### src/rtl/disk_ii_head_if.sv
// Signal bundle between the Disk II controller side (master) and the head
// model (slave): stepper phases, motor, latch read strobe and track RAM port.
interface disk_ii_head_if;
    logic [3:0]  phase;
    logic        motor_on;
    logic        read_strobe;
    logic [12:0] ram_read_addr;
    logic [7:0]  ram_di;
    logic [5:0]  track;
    logic [7:0]  data_latch;

    modport master (
        output phase, motor_on, read_strobe, ram_di,
        input  ram_read_addr, track, data_latch
    );

    modport slave (
        input  phase, motor_on, read_strobe, ram_di,
        output ram_read_addr, track, data_latch
    );
endinterface

### src/rtl/disk_ii_head.sv
// Disk II head model: half-track stepper with settle time, and a byte stream
// that clocks track RAM bytes into the data latch once per disk byte period.
module disk_ii_head #(
    parameter int unsigned TRACK_LEN     = 6656,
    parameter int unsigned BYTE_PERIOD   = 448,
    parameter int unsigned STEP_TICKS    = 14318,
    parameter int unsigned MAX_HALFTRACK = 68
) (
    input  logic              CLK_14M,
    input  logic              reset,
    disk_ii_head_if.slave     bus
);
    localparam logic [8:0]  BYTE_LAST = 9'(BYTE_PERIOD - 1);
    localparam logic [12:0] POS_LAST  = 13'(TRACK_LEN - 1);
    localparam logic [13:0] STEP_LOAD = 14'(STEP_TICKS - 1);
    localparam logic [6:0]  HT_MAX    = 7'(MAX_HALFTRACK);

    typedef enum logic {IDLE, SETTLE} step_state_t;

    step_state_t state;
    logic [6:0]  halftrack;
    logic [13:0] step_cnt;
    logic [8:0]  byte_cnt;
    logic [12:0] pos;
    logic [5:0]  track_q;
    logic [7:0]  latch_q;

    logic [1:0]  up_idx;
    logic [1:0]  dn_idx;
    logic        up;
    logic        dn;
    logic        load;

    // The magnets one position either side of the current half-track pull the head.
    always_comb begin
        up_idx = halftrack[1:0] + 2'd1;
        dn_idx = halftrack[1:0] + 2'd3;
        up     = bus.phase[up_idx];
        dn     = bus.phase[dn_idx];
        load   = bus.motor_on && (byte_cnt == BYTE_LAST);
    end

    always_ff @(posedge CLK_14M) begin
        if (reset) begin
            state     <= IDLE;
            halftrack <= '0;
            step_cnt  <= '0;
            byte_cnt  <= '0;
            pos       <= '0;
            track_q   <= '0;
            latch_q   <= '0;
        end else begin
            track_q <= halftrack[6:1];

            case (state)
                IDLE: begin
                    if (bus.motor_on) begin
                        if (up && !dn && halftrack != HT_MAX) begin
                            halftrack <= halftrack + 7'd1;
                            step_cnt  <= STEP_LOAD;
                            state     <= SETTLE;
                        end else if (dn && !up && halftrack != '0) begin
                            halftrack <= halftrack - 7'd1;
                            step_cnt  <= STEP_LOAD;
                            state     <= SETTLE;
                        end
                    end
                end
                SETTLE: begin
                    if (step_cnt == '0) begin
                        state <= IDLE;
                    end else begin
                        step_cnt <= step_cnt - 14'd1;
                    end
                end
                default: state <= IDLE;
            endcase

            // A load outranks a concurrent strobe so the fresh byte is never lost.
            if (bus.motor_on) begin
                if (load) begin
                    byte_cnt <= '0;
                    latch_q  <= bus.ram_di;
                    pos      <= (pos == POS_LAST) ? '0 : pos + 13'd1;
                end else begin
                    byte_cnt <= byte_cnt + 9'd1;
                    if (bus.read_strobe && latch_q[7]) begin
                        latch_q <= '0;
                    end
                end
            end
        end
    end

    assign bus.ram_read_addr = pos;
    assign bus.track         = track_q;
    assign bus.data_latch    = latch_q;
endmodule
### src/flat_wrapper.sv
// flat-port wrapper written by rule: the top's interface ports become plain ports
module disk_ii_head_flat 
#(
    parameter int unsigned TRACK_LEN     = 6656,
    parameter int unsigned BYTE_PERIOD   = 448,
    parameter int unsigned STEP_TICKS    = 14318,
    parameter int unsigned MAX_HALFTRACK = 68
)
  (CLK_14M, reset, bus_phase, bus_motor_on, bus_read_strobe, bus_ram_di, bus_ram_read_addr, bus_track, bus_data_latch);
  disk_ii_head_if bus_i ();
  input  logic CLK_14M;
  input  logic reset;
  input wire logic [$bits(bus_i.phase)-1:0] bus_phase;
  input wire logic [$bits(bus_i.motor_on)-1:0] bus_motor_on;
  input wire logic [$bits(bus_i.read_strobe)-1:0] bus_read_strobe;
  input wire logic [$bits(bus_i.ram_di)-1:0] bus_ram_di;
  output wire logic [$bits(bus_i.ram_read_addr)-1:0] bus_ram_read_addr;
  output wire logic [$bits(bus_i.track)-1:0] bus_track;
  output wire logic [$bits(bus_i.data_latch)-1:0] bus_data_latch;
  assign bus_i.phase = bus_phase;
  assign bus_i.motor_on = bus_motor_on;
  assign bus_i.read_strobe = bus_read_strobe;
  assign bus_i.ram_di = bus_ram_di;
  assign bus_ram_read_addr = bus_i.ram_read_addr;
  assign bus_track = bus_i.track;
  assign bus_data_latch = bus_i.data_latch;
  disk_ii_head #(.TRACK_LEN(TRACK_LEN), .BYTE_PERIOD(BYTE_PERIOD), .STEP_TICKS(STEP_TICKS), .MAX_HALFTRACK(MAX_HALFTRACK)) u_core (.CLK_14M(CLK_14M), .reset(reset), .bus(bus_i));
endmodule
### config.mk
export PLATFORM = sky130hd
export DESIGN_NAME = disk_ii_head_flat
export DESIGN_NICKNAME = d
export VERILOG_FILES = /design/src/rtl/disk_ii_head_if.sv /design/src/rtl/disk_ii_head.sv /design/src/flat_wrapper.sv
export SDC_FILE = /design/constraint.sdc
export NUM_CORES = 1
export LEC_CHECK = 0
export CELL_PAD_IN_SITES_DETAIL_PLACEMENT = 1
export CELL_PAD_IN_SITES_GLOBAL_PLACEMENT = 1
export CORE_MARGIN = 4
export CORE_UTILIZATION = 40
export DETAILED_ROUTE_END_ITERATION = 7
export PLACE_DENSITY_LB_ADDON = 0.15
export SYNTH_ARGS = -nofsm -noshare
export SYNTH_HDL_FRONTEND = slang
export SYNTH_SLANG_ARGS = --single-unit
### constraint.sdc
create_clock -name CLK_14M -period 3.95 [get_ports CLK_14M]
set_clock_uncertainty 0.2 [all_clocks]
set_input_delay 0.79 -clock CLK_14M [delete_from_list [all_inputs] [get_ports CLK_14M]]
set_output_delay 0.79 -clock CLK_14M [all_outputs]
set_load 0.005 [all_outputs]
* Yosys cells after proc, flatten, opt, wreduce, memory -nomap -nowiden *
Cells that the tools add are included.
Widths: inputs -> output; s select.

storage, ports and cells
  flip-flop bits (word level) = 58
  input bits = 16
  logic and storage cells = 59
  output and inout bits = 27

cells by class
  bitwise operators = 1
  order comparisons = 2
  reduce and logical (&&, ||, !) cells = 16
  add/sub/neg operators = 7
  mux-type cells = 20
  equal/unequal tests = 6

operators by type and width
  kind                   count
  $mux 14                4
  $pmux 14 s2            1
  $mux 8                 2
  $logic_not 14->1       1
  $mux 7                 2
  $sub 14x1->14 const B  1
  $add 13x1->13 const B  1
  $eq 13x13->1 const B   1
  $mux 13                1
  $add 9x1->9 const B    1
  $eq 9x9->1 const B     1
  $mux 9                 1
  $add 7x1->7 const B    1
  $ne 7x7->1 const B     1
  $reduce_bool 7->1      1
  $sub 7x1->7 const B    1
  $logic_and 1x1->1      6
  $lt 2x3->1 const B     2
  $mux 1                 6
  $reduce_and 3->1       2
  $bmux 1 s2             2
  $ne 2x2->1 const B     2
  $reduce_and 2->1       2
  $reduce_bool 2->1      2
  6 further kinds        7

* Longest topological paths before layout *
Gate-level depths: netlist (run 1).

  depth in word-level cells = 10
  depth in mapped cells = 13
  gate-level depth less buffers = 13

* Worst setup path before layout (run 1) *
Ideal clock, no wire load.

  kind = input port to flip-flop
  start = in bus_phase[0]
  end = reg u_core.halftrack[6]
  setup slack = 0.477 ns
  library setup time = 0.070 ns
  required time = 3.680 ns
  path buffers = 0
  data arrival time = 3.202 ns
  stages on the path = 11
  path through = mux4_2 > nand2b_1 > a31oi_1 > inv_1 > ha_1 > nor2b_1 > o31a_1 > o22ai_1 > xnor2_1 > or3_1 > a21oi_1

between the ends
  word-level cells in the longest chain between the ends = 7
  elaborated cells between the ends (all ways) = 13
  those cells by class = mux: 5; reduce/logical: 8

ends and longest elaborated chain
  item                                                       RTL line                                source
  start, declared                                            flat_wrapper.sv:13                      input wire logic [$bits(bus_i.phase)-1:0] bus_phase;
  $bmux 1 s2, on equally long branches                       disk_ii_head.sv:38, disk_ii_head.sv:39
  $mux 1, on equally long branches                           disk_ii_head.sv:38, disk_ii_head.sv:39
  $logic_not 1->1, on equally long branches                  disk_ii_head.sv:62, disk_ii_head.sv:58
  $logic_and 1x1->1, on equally long branches (2 in series)  disk_ii_head.sv:62, disk_ii_head.sv:58
  $reduce_bool 2->1 (no source line)                         n/a
  $reduce_and 3->1 (no source line)                          n/a
  end signal, assigned                                       disk_ii_head.sv:59                      halftrack <= halftrack + 7'd1;
  end signal, assigned                                       disk_ii_head.sv:63                      halftrack <= halftrack - 7'd1;
  end, declared                                              disk_ii_head.sv:21                      logic [6:0] halftrack;

Several ways; a longest one is shown, not always the timed one. The select of a mux whose other input is x is not followed.
A chain may end at the register's enable or synchronous reset.

* Worst setup path in the final report (run 1) *
Ends and elaborated chain as after synthesis.

==> metrics, run 1 <==
Core Box Area=6790 µm²; setup_tns=0 ps; port bufs=42; number of global-route vias before repair=2,581; Sequential Power Share=about a third; CTS tree=yes; #FFs+latches synth=58; outcome=complete, no violations; postcts setup bufs=0; total of max-cap violations=0; Syn. warnings=0; vias per std cell=5.16; Mean Syn Cell Area=8.79 µm²; vias=2,410; Max transition margin=50.9%; # setup viols final=0; Area contributors post-synth=dfxtp_1 42%, nor2_1 6.6%, xor2_1 4.7%, ha_1 4.5%, xnor2_1 3.4%; # nets final=395; total gr overflow=0; Place WS=-68.6 ps; Power Dens Cells=between 600 and 700 nW/µm²; layout cells sized above 1=under 10%; Worst VDD drop=0.000198 V; fin crit share=92.8%; crit-path cells=clkdlybuf4s50_1 -> mux4_2 -> nand2b_1 -> a31oi_1 -> inv_1 -> ha_1 -> nor2b_1 -> o31a_1 -> o22ai_1 -> xnor2_1 -> or3_1 -> a21oi_1; Chip Height=91.6 µm; Final ANT Viol Nets=0; worst path arrival time=roughly 3700 ps; Post-synth EDFFs=0; HP Class=reg2reg; count leader, synth=dfxtp_1; crit end category=flip-flop; slowest library cell on the worst path=mux4_2; WL final=about 6700 µm; Crit Path Class=in2reg; P_leak=1.30 nW; # IOs=43; first-iteration detailed-routing DRC count=37; CTS buffer count=9; Cell Area, Placed=3330 µm²; row count=30; achievable clock frequency=273 MHz; post-cts resize count=0; routability cong.=0.807; top-area cell type share of the netlist area=41.5%; Comb pwr share=42.9%; final worst slack=285 ps; drt pass-1 iters=4; ANT cells=0; Top FF cell, synth=dfxtp_1; crit start category=input port; Die Area=8390 µm²; Netlist Area Pre-Place=2800 µm²; overall routing resource usage=17.1%; Final Hold Violating Endpoints=0; Tmin final=3660 ps; fin. max-slew vios=0; CTS sink cnt=58; synthesis-to-finish area growth=26.0%; largest stage delay on the critical path=520 ps; CTS clk-pin slew, worst paths=60 ps; H-tree depth=3; internal power contribution=1.49 mW; Worst-Margin Slew=729 ps; Post-Syn Instances=318; Seq/Total Area, Yosys=around two fifths; clock latency on the worst-skew pair=330 ps; Synth async-reset ratio=0%; Critical path buffers and inverters=2; Crit path required time=around 4000 ps; Max Fanout on Critical Path=5; fin cells=467; Cells after DPL=roughly 450; Sw Share=37.2%; starting density of the core=41.2%; HPWL Detailed=~4700 µm; largest net degree at the start of global routing=36; Net Switching=0.885 mW; area leader, netlist=dfxtp_1; Die W=91.6 µm; Synth cell types=45; Clock Tree Buf Depth=2; root buf cell=clkbuf_8; # fillers=828; Clk pwr share=22.7%; post-layout util=51.9%; synth cell count leaders=58 x dfxtp_1, 49 x nor2_1, 25 x nand2_1, 16 x nor3_1; initial antenna violation count=0; Top Family by Delay on Critical Path=compound AO/OA/AOI/OAI gates; final instance area=3520 µm²; routed wire length per instance=14.3 µm; Post-Syn Nets=345; RSZ-0062 raised after global routing=false; DRC violations left=0; first-pass GRT wire length=11,700 µm; hold_buf cts=0
-- power groups by stage --
| stage | combinational [mW] | sequential (mW) | clock (mW) |
|---|---|---|---|
| after floorplan | 0.806 | 0.781 | 0 |
| after global placement | 0.984 | 0.824 | 0 |
| final | 1.02 | 0.818 | 0.539 |
| after detailed placement | 1.02 | 0.827 | 0 |
| after global routing | 1.16 | 0.837 | 0.583 |
| after CTS | 1.03 | 0.816 | 0.559 |
-- metal layers --
layer / wire length (µm) / GRT usage, % / vias up
li1: - / - / 1225
met1: 3190 / 21.5 / 1136
met2: 3180 / 28.0 / 42
met3: 232 / 5.09 / 7
met4: 53 / 5.15 / 0
met5: 0 / 0 / -
-- cell type report --
cell class	instances	area, µm²	share of cell area [%]
timing repair buffer	51	488	13.8
multi-input combinational	239	1530	43.4
clock inverter	3	40.0	1.14
inverter	9	33.8	0.958
clock buffer	11	151	4.30
tap	96	120	3.41
sequential	58	1160	32.9
-- cells in the final DEF, fill, tap and decap left out, types with 8 or more instances in the layout --
cell,n
dfxtp_1,58
nor3_1,15
a21oi_1,15
a22oi_1,10
ha_1,10
nor2b_1,8
nand4_1,11
xnor2_1,11
clkdlybuf4s50_1,42
buf_4,9
clkbuf_8,11
inv_1,8
nand2_1,25
xor2_1,15
nor2_1,49
-- path summary, 6_finish.rpt --
kind	from	end	slack [ps]	cells after the start
setup / recovery	bus_phase[0]	u_core.halftrack[6]	290	12
hold / removal	u_core.step_cnt[7]	u_core.step_cnt[7]	300	1
setup reg to reg	u_core.halftrack[0]	u_core.halftrack[6]	430	13
hold reg to reg	u_core.step_cnt[7]	u_core.step_cnt[7]	300	1
-- registers in the layout (all words and copies together), names as in the netlist --
signal and flops:
u_core.bus.ram_read_addr 13, u_core.bus.track 6, u_core.byte_cnt 9, u_core.bus.data_latch 8, u_core.halftrack 7, u_core.state 1
u_core.step_cnt 14
-- through the flow --
| step | hold WS (ps) | power, mW |
|---|---|---|
| floorplan | 263 | 1.59 |
| global placement | 281 | 1.81 |
| detailed placement | 284 | 1.85 |
| CTS | 301 | 2.41 |
| global route | 344 | 2.58 |
| finish | 300 | 2.38 |
-- logic make-up (layout without fill, tap and decap cells) --
| group | after synthesis | after routing | synth area share (%) |
|---|---|---|---|
| compound gates | 53 | 53 | 12.9 |
| xor+xnor | 26 | 26 | 8.14 |
| fa+ha+maj | 11 | 11 | 5.19 |
| buf+inv | 21 | 74 | 3.94 |
| flops | 58 | 58 | 41.5 |
| mux | 9 | 9 | 4.25 |
| simple gates | 140 | 140 | 24.1 |
Power figures use the tool's default switching activity.
==> inputs of run 2 (changes only) <==
--- a/config.mk
+++ b/config.mk
@@ -5,10 +5,11 @@
 export SDC_FILE = /design/constraint.sdc
 export NUM_CORES = 1
 export LEC_CHECK = 0
+export ABC_AREA = 1
 export CELL_PAD_IN_SITES_DETAIL_PLACEMENT = 1
 export CELL_PAD_IN_SITES_GLOBAL_PLACEMENT = 1
 export CORE_MARGIN = 4
-export CORE_UTILIZATION = 40
+export CORE_UTILIZATION = 39
 export DETAILED_ROUTE_END_ITERATION = 7
 export PLACE_DENSITY_LB_ADDON = 0.15
 export SYNTH_ARGS = -nofsm -noshare
==> metrics, run 2 <==
commonest non-fill, non-tap cell in the layout=nand2_1; Power Dens Cells=731 nW/µm² (+8.4%); most frequent cells in the layout=113 x nand2_1, 75 x nor2_1, 58 x dfxtp_1, 54 x inv_1, 47 x nand3_1; Die W=98.0 µm (+6.9%); Top FF cell, synth=dfxtp_1; flip-flop count of the largest register after layout=14 (unchanged); crit start category=flip-flop; Crit path required time=3980 ps (-40 ps); Area contributors post-synth=dfxtp_1 37%, nand2_1 13%, nor2_1 8.9%, nand3_1 7.5%, inv_1 6.4%; # IOs=43 (unchanged); Final ANT Viol Nets=0 (unchanged); outcome=complete, no violations; Die Area=9600 µm² (+14%); Tmin final=3140 ps (-524 ps); fin. max-slew vios=0 (unchanged); Worst-Margin Slew=679 ps (-50.8 ps); vias=3,186 (+32%); Worst VDD drop=0.000453 V (+130%); final hold slack=271 ps (-28.8 ps); DRC violations left=0 (unchanged); Post-synth EDFFs=0 (unchanged); Post-Syn Nets=501 (+45%); WL final=8710 µm (+31%); layout cells sized above 1=6.11% (-2.2 points); Mean Syn Cell Area=6.66 µm² (-24%); achievable clock frequency=318 MHz (+17%); CTS clk-pin slew, worst paths=70 ps (about the same); number of global-route vias before repair=3,211 (+24%); first-pass GRT wire length=15,300 µm (+31%); clock latency on the worst-skew pair=340 ps (about the same); ANT cells=0 (unchanged); Final Hold Violating Endpoints=0 (unchanged); post-layout util=50.6% (-1.2 points); RSZ-0062 raised after global routing=false; Seq/Total Area, Yosys=36.8% (-4.7 points); row count=32 (+6.7%); routed wire length per instance=13.9 µm (-2.4%); H-tree depth=3 (unchanged); Syn. warnings=0 (unchanged); P_leak=1.62 nW (+25%); #FFs+latches synth=58 (unchanged); HP Class=reg2reg; Core Box Area=7810 µm² (+15%); starting density of the core=40.4% (-0.73 points); synthesis-to-finish area growth=25.2%; HPWL Detailed=6490 µm (+37%); top-area cell type share of the netlist area=36.8% (-4.7 points); Crit Path Class=reg2reg; area leader, netlist=dfxtp_1; Max transition margin=54.5% (+3.6 points); count leader, synth=nand2_1; CTS sink cnt=58 (unchanged); Post-Syn Instances=474 (+49%); crit end category=flip-flop; # nets final=546 (+38%); synth cell count leaders=113 x nand2_1, 75 x nor2_1, 58 x dfxtp_1, 54 x inv_1, 47 x nand3_1; Netlist Area Pre-Place=3160 µm² (+13%); Biggest register=u_core.step_cnt; largest net degree at the start of global routing=31 (-14%); # setup viols final=0 (unchanged); post-layout power=2.89 mW (+22%); Synth async-reset ratio=0% (unchanged); worst path arrival time=3170 ps (-560 ps); port bufs=42 (unchanged); total gr overflow=0 (unchanged); Clock Tree Buf Depth=2 (unchanged); Max Fanout on Critical Path=8 (+3); drt pass-1 iters=4 (unchanged); root buf cell=clkbuf_8; initial antenna violation count=0 (unchanged); overall routing resource usage=19.2% (+2.2 points); total of max-cap violations=0 (unchanged); Chip Height=98.0 µm (+6.9%); Synth cell types=35 (-22%); first-iteration detailed-routing DRC count=69 (+86%); postcts setup bufs=0 (unchanged); routability cong.=0.867 (+7.4%); post-cts resize count=0 (unchanged); hold_buf cts=0 (unchanged); CTS tree=yes; fin crit share=79.5% (-13 points); vias per std cell=5.09 (-1.4%); setup_tns=0 ps (unchanged); CTS buffer count=9 (unchanged)
## run 2: cell types whose count changed after synthesis, sizes merged, moves of 6 or more
cell	change
xnor2	-9
xor2	-9
a21oi	+15
nor2b	-8
nor2	+26
mux2i	-7
inv	+48
nand3	+42
o21ai	+17
a22oi	-10
a211oi	-6
nand2	+93
## run 2: layer usage
metal | global-route usage (%) | vias to the layer above | part of all wire (%)
li1 | - | 1624 | -
met1 | 24.3 | 1506 | 47
met2 | 32.6 | 46 | 48
met3 | 4.43 | 10 | 3.6
met4 | 5.75 | 0 | 1.1
met5 | 0 | - | 0
## run 2: power breakdown
part / internal [mW] / total [mW] / switching, mW
Clock: 0.535 / 0.777 / 0.242
Sequential: 0.701 / 0.816 / 0.115
Combinational: 0.467 / 1.30 / 0.832
Total: 1.70 / 2.89 / 1.19
## run 2: cell families (layout without fill, tap and decap cells)
logic type / after synthesis / in the layout / share of synthesized area, %
AO/OA/AOI/OAI: 58 / 58 / 9.91
XOR/XNOR: 8 / 8 / 2.22
adder cells (fa/ha/maj): 11 / 11 / 4.60
buffers and inverters: 68 / 118 / 8.52
flip-flops: 58 / 58 / 36.8
AND/OR/NAND/NOR: 271 / 271 / 38.0
## run 2: stage by stage
step	std cells	setup WS (ps)	area (µm²)
floorplan	474	1320	3160
global placement	610	778	3670
detailed placement	610	643	3670
CTS	626	796	3950
global route	626	531	3950
finish	626	810	3950
## run 2: worst paths after layout
path                                           from                   to  slack, ps  cells after the start
worst max-delay path            u_core.halftrack[0]  u_core.halftrack[6]        810                     19
worst min-delay path            u_core.halftrack[5]  u_core.bus.track[4]        270                      2
worst max register to register  u_core.halftrack[0]  u_core.halftrack[6]        810                     19
worst min register to register  u_core.halftrack[5]  u_core.bus.track[4]        270                      2
## run 2: cell type report
cell class | count | area (µm²)
inverters | 58 | 218
fillers | 1032 | 3850
clock buffers | 12 | 165
repair buffers | 44 | 435
well taps | 102 | 128
multi-input cells | 348 | 1730
flip-flops and latches | 58 | 1160
clock inverters | 4 | 120
## run 2: critical path, stage by stage (launching register included)
cell and delay, ps:
dfxtp_1 510, inv_2 150, ha_1 390, inv_1 150, nand3_1 100, nand2_1 110
nand3_4 150, ha_1 380, nand2_1 110, nand2_1 50, nand2_1 50, nand2_1 40
nor2_1 130, inv_1 70, nand2_1 60, nand2_1 60, nor2_1 130, nand2_1 70
nand2_1 70, nor2_1 50
